==> src/rtl/hilo_unit.sv <==
// hilo_unit: HI/LO register unit for a MIPS-style pipeline.
// Performs 32x32 unsigned multiply (MULTU) and unsigned divide (DIVU) as
// fixed-latency iterative operations, and services MFHI/MFLO/MTHI/MTLO.
//
// Ports:
//   clk       rising-edge clock
//   rst       synchronous active-high reset
//   start     operation request, qualified by funct
//   funct     operation code (MULTU, DIVU, MFHI, MFLO, MTHI, MTLO)
//   src_a     multiplicand / dividend / MTHI-MTLO data
//   src_b     multiplier / divisor
//   busy      unit is not idle
//   done      one-cycle pulse when HI/LO hold a new result
//   stall     pipeline hold request
//   hilo_out  HI (for MFHI) or LO value toward MEM/WB
//   hi_sel    hilo_out carries HI into MEM/WB
//   lo_sel    hilo_out carries LO into MEM/WB
module hilo_unit (
    input  logic        clk,
    input  logic        rst,
    input  logic        start,
    input  logic [5:0]  funct,
    input  logic [31:0] src_a,
    input  logic [31:0] src_b,
    output logic        busy,
    output logic        done,
    output logic        stall,
    output logic [31:0] hilo_out,
    output logic        hi_sel,
    output logic        lo_sel
);

    localparam logic [5:0] F_MULTU = 6'h19;
    localparam logic [5:0] F_DIVU  = 6'h1B;
    localparam logic [5:0] F_MFHI  = 6'h10;
    localparam logic [5:0] F_MTHI  = 6'h11;
    localparam logic [5:0] F_MFLO  = 6'h12;
    localparam logic [5:0] F_MTLO  = 6'h13;

    typedef enum logic [1:0] {IDLE, MUL, DIV, DONE} state_t;

    state_t      state, state_next;
    logic [4:0]  cnt, cnt_next;
    logic [31:0] hi, hi_next;
    logic [31:0] lo, lo_next;
    // Multiplicand for MUL, divisor for DIV.
    logic [31:0] opnd, opnd_next;
    // MUL: {partial product high, remaining multiplier bits}.
    // DIV: {partial remainder, remaining dividend / growing quotient}.
    logic [63:0] acc, acc_next;

    logic [32:0] mul_sum;
    logic [63:0] mul_step;
    logic [32:0] div_diff;
    logic [63:0] div_step;
    logic        hilo_op;

    // One iteration of each algorithm. The multiply adds the multiplicand
    // into the upper half when the current multiplier LSB is set, then shifts
    // right. The divide shifts the remainder left by one dividend bit and
    // subtracts the divisor; bit 32 of the 33-bit difference is the borrow,
    // which decides whether the subtraction is kept (restoring division).
    always_comb begin
        mul_sum  = {1'b0, acc[63:32]} + (acc[0] ? {1'b0, opnd} : 33'd0);
        mul_step = {mul_sum, acc[31:1]};
        div_diff = acc[63:31] - {1'b0, opnd};
        div_step = div_diff[32] ? {acc[62:0], 1'b0}
                                : {div_diff[31:0], acc[30:0], 1'b1};
    end

    always_ff @(posedge clk) begin
        if (rst) begin
            state <= IDLE;
            cnt   <= 5'd0;
            hi    <= 32'd0;
            lo    <= 32'd0;
            opnd  <= 32'd0;
            acc   <= 64'd0;
        end else begin
            state <= state_next;
            cnt   <= cnt_next;
            hi    <= hi_next;
            lo    <= lo_next;
            opnd  <= opnd_next;
            acc   <= acc_next;
        end
    end

    // Next-state logic. HI/LO only change on the final iteration edge, so
    // partial results never leak onto hilo_out. Requests arriving while
    // busy are ignored here; they are held off by stall instead.
    always_comb begin
        state_next = state;
        cnt_next   = cnt;
        hi_next    = hi;
        lo_next    = lo;
        opnd_next  = opnd;
        acc_next   = acc;
        unique case (state)
            IDLE: begin
                if (start) begin
                    case (funct)
                        F_MULTU: begin
                            state_next = MUL;
                            cnt_next   = 5'd0;
                            opnd_next  = src_a;
                            acc_next   = {32'd0, src_b};
                        end
                        F_DIVU: begin
                            if (src_b == 32'd0) begin
                                state_next = DONE;
                                hi_next    = src_a;
                                lo_next    = 32'hFFFF_FFFF;
                            end else begin
                                state_next = DIV;
                                cnt_next   = 5'd0;
                                opnd_next  = src_b;
                                acc_next   = {32'd0, src_a};
                            end
                        end
                        F_MTHI:  hi_next = src_a;
                        F_MTLO:  lo_next = src_a;
                        default: ;
                    endcase
                end
            end
            MUL: begin
                acc_next = mul_step;
                cnt_next = cnt + 5'd1;
                if (cnt == 5'd31) begin
                    state_next = DONE;
                    cnt_next   = 5'd0;
                    hi_next    = mul_step[63:32];
                    lo_next    = mul_step[31:0];
                end
            end
            DIV: begin
                acc_next = div_step;
                cnt_next = cnt + 5'd1;
                if (cnt == 5'd31) begin
                    state_next = DONE;
                    cnt_next   = 5'd0;
                    hi_next    = div_step[63:32];
                    lo_next    = div_step[31:0];
                end
            end
            DONE: state_next = IDLE;
            default: state_next = IDLE;
        endcase
    end

    // Any HI/LO-related request while busy must hold the pipeline; DONE
    // counts as busy so a read issued then sees the freshly written value.
    always_comb begin
        hilo_op = (funct == F_MULTU) || (funct == F_DIVU) ||
                  (funct == F_MFHI)  || (funct == F_MFLO) ||
                  (funct == F_MTHI)  || (funct == F_MTLO);
        busy     = (state != IDLE);
        done     = (state == DONE);
        stall    = start & busy & hilo_op;
        hilo_out = (funct == F_MFHI) ? hi : lo;
        hi_sel   = start & (funct == F_MFHI) & ~busy;
        lo_sel   = start & (funct == F_MFLO) & ~busy;
    end

endmodule

==> config.mk <==
export PLATFORM = sky130hd
export DESIGN_NAME = hilo_unit
export DESIGN_NICKNAME = d
export VERILOG_FILES = /design/src/rtl/hilo_unit.sv
export SDC_FILE = /design/constraint.sdc
export NUM_CORES = 1
export LEC_CHECK = 0
export BUFFER_PORTS_ARGS = -buffer_cell sky130_fd_sc_hd__buf_2
export CAP_MARGIN = 20
export CELL_PAD_IN_SITES_DETAIL_PLACEMENT = 1
export CELL_PAD_IN_SITES_GLOBAL_PLACEMENT = 1
export CORE_ASPECT_RATIO = 0.8
export CORE_MARGIN = 4
export CORE_UTILIZATION = 40
export DETAILED_ROUTE_END_ITERATION = 6
export PLACE_DENSITY = 0.78
export SYNTH_ARGS = -nofsm -noshare
export SYNTH_HDL_FRONTEND = slang
export SYNTH_SLANG_ARGS = --single-unit
==> constraint.sdc <==
create_clock -name clk -period 5.07 [get_ports clk]
set_input_delay 1.521 -clock clk [delete_from_list [all_inputs] [get_ports clk]]
set_output_delay 1.521 -clock clk [all_outputs]
set_load 0.02 [all_outputs]
# Word level (Yosys, flattened, before mapping)
# Cells that the tools add are included.
[totals]
regBits = 167
in_bits = 73
out_inout_bits = 37
elab_cells = 85
[classes]
add_sub_neg = 3
eq_ne = 20
muxes = 31
bitwise = 7
n_reduce_logical = 18
[ops]
columns = ["operator", "count"]
rows = [
  ["two-way mux 32 bit", 11],
  ["two-way mux 64 bit", 3],
  ["one-hot mux 32 bit (2 select lines)", 3],
  ["one-hot mux 32 bit (3 select lines)", 2],
  ["one-hot mux 64 bit (3 select lines)", 1],
  ["one-hot mux 64 bit (2 select lines)", 1],
  ["equality test 6 x 5 -> 1 bit, second input constant", 6],
  ["adder 32 x 32 -> 33 bit", 1],
  ["subtractor 33 x 32 -> 33 bit", 1],
  ["zero test 32 bit", 1],
  ["one-hot mux 5 bit (2 select lines)", 2],
  ["two-way mux 5 bit", 3],
  ["!= test 3 bit, second input constant", 5],
  ["AND reduction 4 bit", 3],
  ["AND reduction 6 bit", 2],
  ["!= test 2 bit, second input constant", 4],
  ["AND 1 bit", 6],
  ["one-hot mux 2 bit (3 select lines)", 1],
  ["nonzero test 2 bit", 3],
  ["adder 5 x 1 -> 5 bit, second input constant", 1],
  ["equality test 5 bit, second input constant", 1],
  ["logical OR 1 bit", 5],
  ["equality test 2 bit, second input constant", 2],
  ["two-way mux 2 bit", 2],
  ["other kinds (9)", 9],
]

# Longest topological paths before layout
# Gate-level depths: netlist of run 1.
[logic_depth]
word_depth = 7
ltp_mapped = 17
depth_no_buf = 14

# Worst setup path before layout of run 1
# Ideal clock, no wire load.
[synth_timing]
path_kind = "in2out"
from = "input funct[2]"
to = "output hilo_out[10]"
arrival_time_ps = 3134
t_required_ps = 3549
setup_slack_ps = 415
stages = 5
path_buffers = 1
cell_sequence = "nor3b_1 > nand2_1 > nor2_1 > clkbuf_1 > mux2_2"
[synth_between]
elab_chain_len = 2
[synth_rtl]
columns = ["item", "line_no", "rtl"]
rows = [
  ["start: declaration", "22", "input logic [5:0] funct,"],
  ["equality test 6 x 5 -> 1 bit", "161", "hilo_out = (funct == F_MFHI) ? hi : lo;"],
  ["two-way mux 32 bit", "161", ""],
  ["end: declaration", "28", "output logic [31:0] hilo_out,"],
]
# Every way passes these cells.

# Worst setup path after layout of run 1
[layout_timing]
from = "input funct[2]"
to = "output hilo_out[8]"
# The elaborated chain is that of the path after synthesis.

==> impl_results.md, run 1 <==
* Status: complete, no violations
* Vias at 12.5k
* Hold Slack at around 0.47 ns
* Root Driver: clkbuf_16
* Power share of the sequential group at roughly a third
* CP max stage delay at between 0.3 and 0.4 ns
* PwrDens at about 370 nW/um2
* First-pass GRT wire length at 71600 um
* Hold Vio Cnt, Final at 0
* Core outline area at roughly 30000 um2
* Pre-Repair DR Iteration Count at 5
* Element type at the critical path end: output pin
* Wl on met1 at a little over 20000 um
* Max VDD drop at 0.000293 V
* Synth Instances at roughly 1.6k
* Fin crit period at 4.51 ns
* Total track usage at between 20% and 30%
* Fin. max-slew vios at 0
* Yosys cell types at slightly above 80
* Internal power at about 0.0030 W
* Most frequent cells in the layout: 167 x dfxtp_1, 164 x nand2_1, 160 x a21oi_1
* Initial Utilization at between 40% and 50%
* Worst EP required at 3.55 ns
* Syn-to-layout area delta at 11.8%
* Clock slew at reported path FFs at approximately 0.07 ns
* Avg Inst Size Synth at roughly 7.9 um2
* Die ar. at 33400 um2
* Setup TNS at 0 ns
* Max layer used: met5
* Vias per cell at 6.21
* Switching Fraction at a little over two fifths
* R2R setup slack at 0.66 ns
* Period utilisation layout at roughly 89%
* Detailed Route WL at around 46000 um
* Fin nets at 1746
* Cts bufs inserted at 17
* Layout cell share with drive strength beyond 1 at around 14%
* DR WL/cell at around 23 um
* Synth Warn # at 0
* Met2 WL at 21400 um
* FMAX at 222 MHz
* Syn nets at ~1.7k
* Seq/Total Area, Yosys at 27.4%
* Post-synth top flop: dfxtp_1
* Drt drc at 0
* Commonest non-fill, non-tap cell in the layout: dfxtp_1
* Worst-Skew Late Latency at about 0.46 ns
* Placer congestion estimate at slightly above 0.9
* Cell mode on critical path: buf_2
* Worst path buffer plus inverter count at 3
* Row cnt at 56
* Io pins at 110
* Drt initial violations at approximately 1.1k
* Yosys reg bits at 167
* Die height at roughly 160 um
* Crit Path Class: in -> out
* Fin util at a little under half
* Reg area at around 3300 um2
* Post-CTS Resized at 0
* Tightest Pin Transition at approximately 1.1 ns
* Postcts setup bufs at 0
* CP cell instances: buf_2 -> nor3b_1 -> nand2_1 -> nor2_4 -> buf_4 -> mux2_2 -> buf_2
* Clock sinks at between 150 and 200
* Clock network power share at approximately a quarter
* H-tree depth at 4
* EDFF count, synth at 0
* Top delay family on crit path: buffers and inverters
* Area of the multi-input gates at between 8000 and 9000 um2
* Slew margin rel. at roughly 26%
* N_diodes at 0
* Worst Skew at 0.0126 ns
* Clock Path Buffers at 2
* Total gr overflow at 0
* # fillers at ~3.7k
* DIE WIDTH at roughly 200 um
* Detail Route met3 WL at between 2000 and 2500 um
* Port Buf Inserts at 109
* RSZ-0062 raised after global routing: no
* Sw power at 0.00214 W
* Crit path launch type: input port
* Hold WC Path Type: reg -> reg
* Crit path max-delay cell type: mux2_2
* ANT nets after route at 0
* Post-synth ARST share at 0%
* Leak Pwr at ~6.1 nW
* Worst EP arrival at between 2 and 3 ns
* Hpwl dp at 34100 um
* Worst-path maximum fanout at 16
* Largest net degree at the start of global routing at 66
* Final setup vio count at 0
* Initial antenna violation count at 1
* Vias in the first global route at ~13k
* Max Cap Viol at 0
* Combinational Power Share at around two fifths
* Syn Std Cell Area at 12200 um2
* Post-cts hold buffer count at 0
* CTS tree: built
worst min-delay path: stages (launching register included):
cell and delay (ns):
dfxtp_1 0.31, nand2_1 0.06, a21oi_1 0.06
flip-flops by register name, summed over array words and instances (netlist names):
register and cells:
acc 64, opnd 32, cnt 5, lo 32, state 2, hi 32
final timing paths:
check                            start                   to  cells past startpoint
hold reg to reg     hi[0]$_SDFFE_PP0P_   hi[0]$_SDFFE_PP0P_                      2
setup / recovery              funct[2]          hilo_out[8]                      7
hold / removal      hi[0]$_SDFFE_PP0P_   hi[0]$_SDFFE_PP0P_                      2
setup reg to reg  acc[31]$_SDFFE_PP0P_  hi[31]$_SDFFE_PP0P_                     15
kinds of logic (layout without fill, tap and decap cells):
logic type / count (synthesis) / after routing / synth area share, %
fa+ha+maj: 73 / 73 / 7.60
simple gates: 439 / 439 / 17.2
xor+xnor: 45 / 45 / 3.23
buf+inv: 162 / 225 / 5.16
mux: 120 / 120 / 10.3
compound gates: 544 / 544 / 29.2
flops: 167 / 167 / 27.4
metrics by stage:
step / cell area [um2] / std cells / power (W) / setup slack, ns
after global routing: 13600 / 2019 / 0.00537 / 0.399
final: 13600 / 2019 / 0.00510 / 0.556
after CTS: 13600 / 2019 / 0.00507 / 0.561
after global placement: 13100 / 1987 / 0.00374 / 0.617
after floorplan: 12200 / 1550 / 0.00309 / 0.415
after detailed placement: 13100 / 1987 / 0.00379 / 0.538
cell usage after synthesis, types with 11 or more instances:
cell type	count	area share, %
a221o_1	33	2.7
xor2_1	21	1.5
a211oi_1	43	2.6
and2_1	40	2.0
o211ai_1	15	0.92
or3_1	11	0.56
ha_1	71	7.3
mux2i_1	79	6.5
nand3_1	51	2.1
xnor2_1	24	1.7
clkbuf_1	82	2.5
inv_1	56	1.7
mux2_2	39	3.6
nor2_1	89	2.7
a21oi_1	163	6.7
nand4_1	11	0.56
o21a_1	11	0.68
nand2_1	164	5.0
nand2b_1	11	0.56
dfxtp_1	167	27
buf_1	17	0.52
nor4_1	11	0.56
a21o_1	39	2.4
o21ai_0	120	4.9
a22o_1	11	0.79
per-layer routing:
metal	vias to the layer above	global-route usage [%]
met5	-	0
met4	2	7.85
li1	5808	-
met1	6253	35.8
met2	393	45.3
met3	83	3.93
power groups by stage:
stage,combinational (W),sequential [W],clock [W]
after global placement,0.00203,0.00170,0
final,0.00214,0.00168,0.00128
after CTS,0.00211,0.00168,0.00129
after floorplan,0.00148,0.00161,0
after detailed placement,0.00209,0.00170,0
after global routing,0.00232,0.00170,0.00134
cell type report:
cell class              count  area share (%)
repair buffers            136            5.59
multi-input cells        1221            60.6
inverters                  57            1.57
clock inverters             8           0.532
clock buffers              24            3.53
flip-flops and latches    167            24.5
well taps                 406            3.72
Note: power is estimated with default switching activity, not from simulation.
==> run 2: changes to the inputs <==
--- a/config.mk
+++ b/config.mk
@@ -11,9 +11,10 @@
 export CELL_PAD_IN_SITES_GLOBAL_PLACEMENT = 1
 export CORE_ASPECT_RATIO = 0.8
 export CORE_MARGIN = 4
-export CORE_UTILIZATION = 40
+export CORE_UTILIZATION = 46
 export DETAILED_ROUTE_END_ITERATION = 6
-export PLACE_DENSITY = 0.78
+export PLACE_DENSITY = 0.87
+export RECOVER_POWER = 100
 export SYNTH_ARGS = -nofsm -noshare
 export SYNTH_HDL_FRONTEND = slang
 export SYNTH_SLANG_ARGS = --single-unit
==> impl_results.md, run 2 (synthesized netlist as in run 1, its figures left out) <==
* Most frequent cells in the layout: 167 x dfxtp_1, 164 x nand2_1, 161 x a21oi_1
* FMAX at between 200 and 250 MHz
* Die ar. at ~30000 um2
* Worst r2r src: acc[31]$_SDFFE_PP0P_
* Clock slew at reported path FFs at 0.07 ns
* Worst-Skew Late Latency at 0.45 ns
* Post-cts hold buffer count at 0
* Placed cell count at roughly 1.9k
* Clock sinks at about 170
* Tightest Pin Transition at around 2.3 ns
* Total gr overflow at 0
* Fin nets at approximately 1.7k
* Failing checks: max-capacitance violations, max-slew violations
* DIE WIDTH at approximately 190 um
* Layout cell share with drive strength beyond 1 at between 10% and 20%
* RR Endpoint: hi[20]$_SDFFE_PP0P_
* Fin. max-slew vios at 66
* Port Buf Inserts at about 110
* Crit Path Class: in -> out
* Max VDD drop at 0.000322 V
* Max FFs per register at between 60 and 70
* Leak Pwr at between 5 and 6 nW
* Row cnt at 53
* Drt drc at 0
* Worst EP required at 3.55 ns
* Hpwl dp at approximately 33000 um
* Cell mode on critical path: clkbuf_1
* Setup TNS at 0 ns
* DR WL/cell at 23.7 um
* H-tree depth at 4
* Endpoint, Worst Hold: hi[3]$_SDFFE_PP0P_
* Period utilisation layout at a little over nine tenths
* Postcts setup bufs at 0
* Fin crit period at ~4.7 ns
* Vias in the first global route at between 10k and 15k
* Largest register by flop count: acc
* PwrDens at 381 nW/um2
* ANT nets after route at 0
* Syn-to-layout area delta at 10.7%
* Worst EP arrival at ~3.2 ns
* CTS tree: built
* First-pass GRT wire length at approximately 73000 um
* Largest net degree at the start of global routing at 85
* Vias at approximately 13k
* R2R setup slack at approximately 0.38 ns
* Commonest non-fill, non-tap cell in the layout: dfxtp_1
* Hold Slack at roughly 0.45 ns
* Post-CTS Resized at 0
* Pre-Repair DR Iteration Count at 6
* Cell Count, Final, Fillers Out at 1971
* Initial antenna violation count at 2
* RSZ-0062 raised after global routing: no
* Total track usage at 31.1%
* Die height at approximately 150 um
* Reg2Reg Depth at 15
* Top delay family on crit path: buffers and inverters
* Final setup vio count at 0
* CP cell instances: buf_2 -> nor3b_1 -> clkbuf_1 -> nand2_1 -> nor2_1 -> buf_12 -> mux2_2 -> clkbuf_1
* Initial Utilization at between 40% and 50%
* Max Cap Viol at 1
* Status: finished, violations left
* Clock Path Buffers at 2
* Element type at the critical path end: output pin
* Root Driver: clkbuf_16
* Worst Skew at between 0.01 and 0.015 ns
* Hold Path Origin: hi[3]$_SDFFE_PP0P_
* Worst-path maximum fanout at 32
* Slew margin rel. at -50.9%
* Hold WC Path Type: reg -> reg
* Placer congestion estimate at slightly below 1
* Core outline area at 26200 um2
* Crit path launch type: input port
* Drt initial violations at about 1.1k
* CP max stage delay at 0.37 ns
* Crit path max-delay cell type: mux2_2
* Cts bufs inserted at 17
* Worst path buffer plus inverter count at 4
* Io pins at 110
* Hold Vio Cnt, Final at 0
* Detailed Route WL at approximately 47000 um
* Vias per cell at approximately 6.5
* Hold depth at 2
[run 2: changes by cell type in the layout (fill, tap and decap cells not counted), sizes merged]
cell,change
clkinv,-1
clkbuf,+45
buf,-46
diode,+1
clkinvlp,+2
[run 2: stage by stage]
| step | power (W) | setup WS, ns | cell area, um2 | util [%] |
|---|---|---|---|---|
| finish | 0.00515 | 0.324 | 13500 | 51.6 |
| global route | 0.00538 | 0.206 | 13500 | 51.6 |
| CTS | 0.00514 | 0.553 | 13600 | 52.0 |
| detailed placement | 0.00380 | 0.555 | 13000 | 49.8 |
| global placement | 0.00373 | 0.621 | 13000 | 49.8 |
| floorplan | 0.00309 | 0.415 | 12200 | - |
[run 2: power by group]
group	total [W]	switching, W	leakage (nW)	internal, W
combinational	0.00214	0.00143	4.27	0.000704
sequential	0.00169	0.000177	1.35	0.00151
clock	0.00133	0.000595	0.268	0.000731
[run 2: cell type report]
class,instances,area (um2)
Antenna cell,1,2.50
Clock buffer,23,488
Clock inverter,9,93.8
Fill cell,3286,12700
Inverter,57,214
Multi-Input combinational cell,1221,8250
Sequential cell,167,3340
Tap cell,357,447
Timing Repair Buffer,136,683
[run 2: how the worst max path moves through the flow]
stage          slack (ns)  cells after the start           end  startpoint
2_1_floorplan        0.41                      5  hilo_out[10]    funct[2]
3_3_place_gp         0.62                      8   hilo_out[6]    funct[2]
3_5_place_dp         0.56                      8  hilo_out[30]    funct[2]
4_1_cts              0.55                      8  hilo_out[30]    funct[2]
5_1_grt              0.21                      8   hilo_out[0]    funct[2]
6_report             0.32                      8   hilo_out[0]    funct[2]
[run 2: layer usage]
metal  part of all wire [%]  track usage [%]
met5                  0.011                0
met4                    4.1             13.0
met3                    7.6             6.08
met2                     47             52.7
met1                     41             38.7
[run 2: tightest hold or removal path: stages, from the launching register on]
cell and delay (ns):
dfxtp_1 0.31, nand2_1 0.05, a21oi_1 0.05
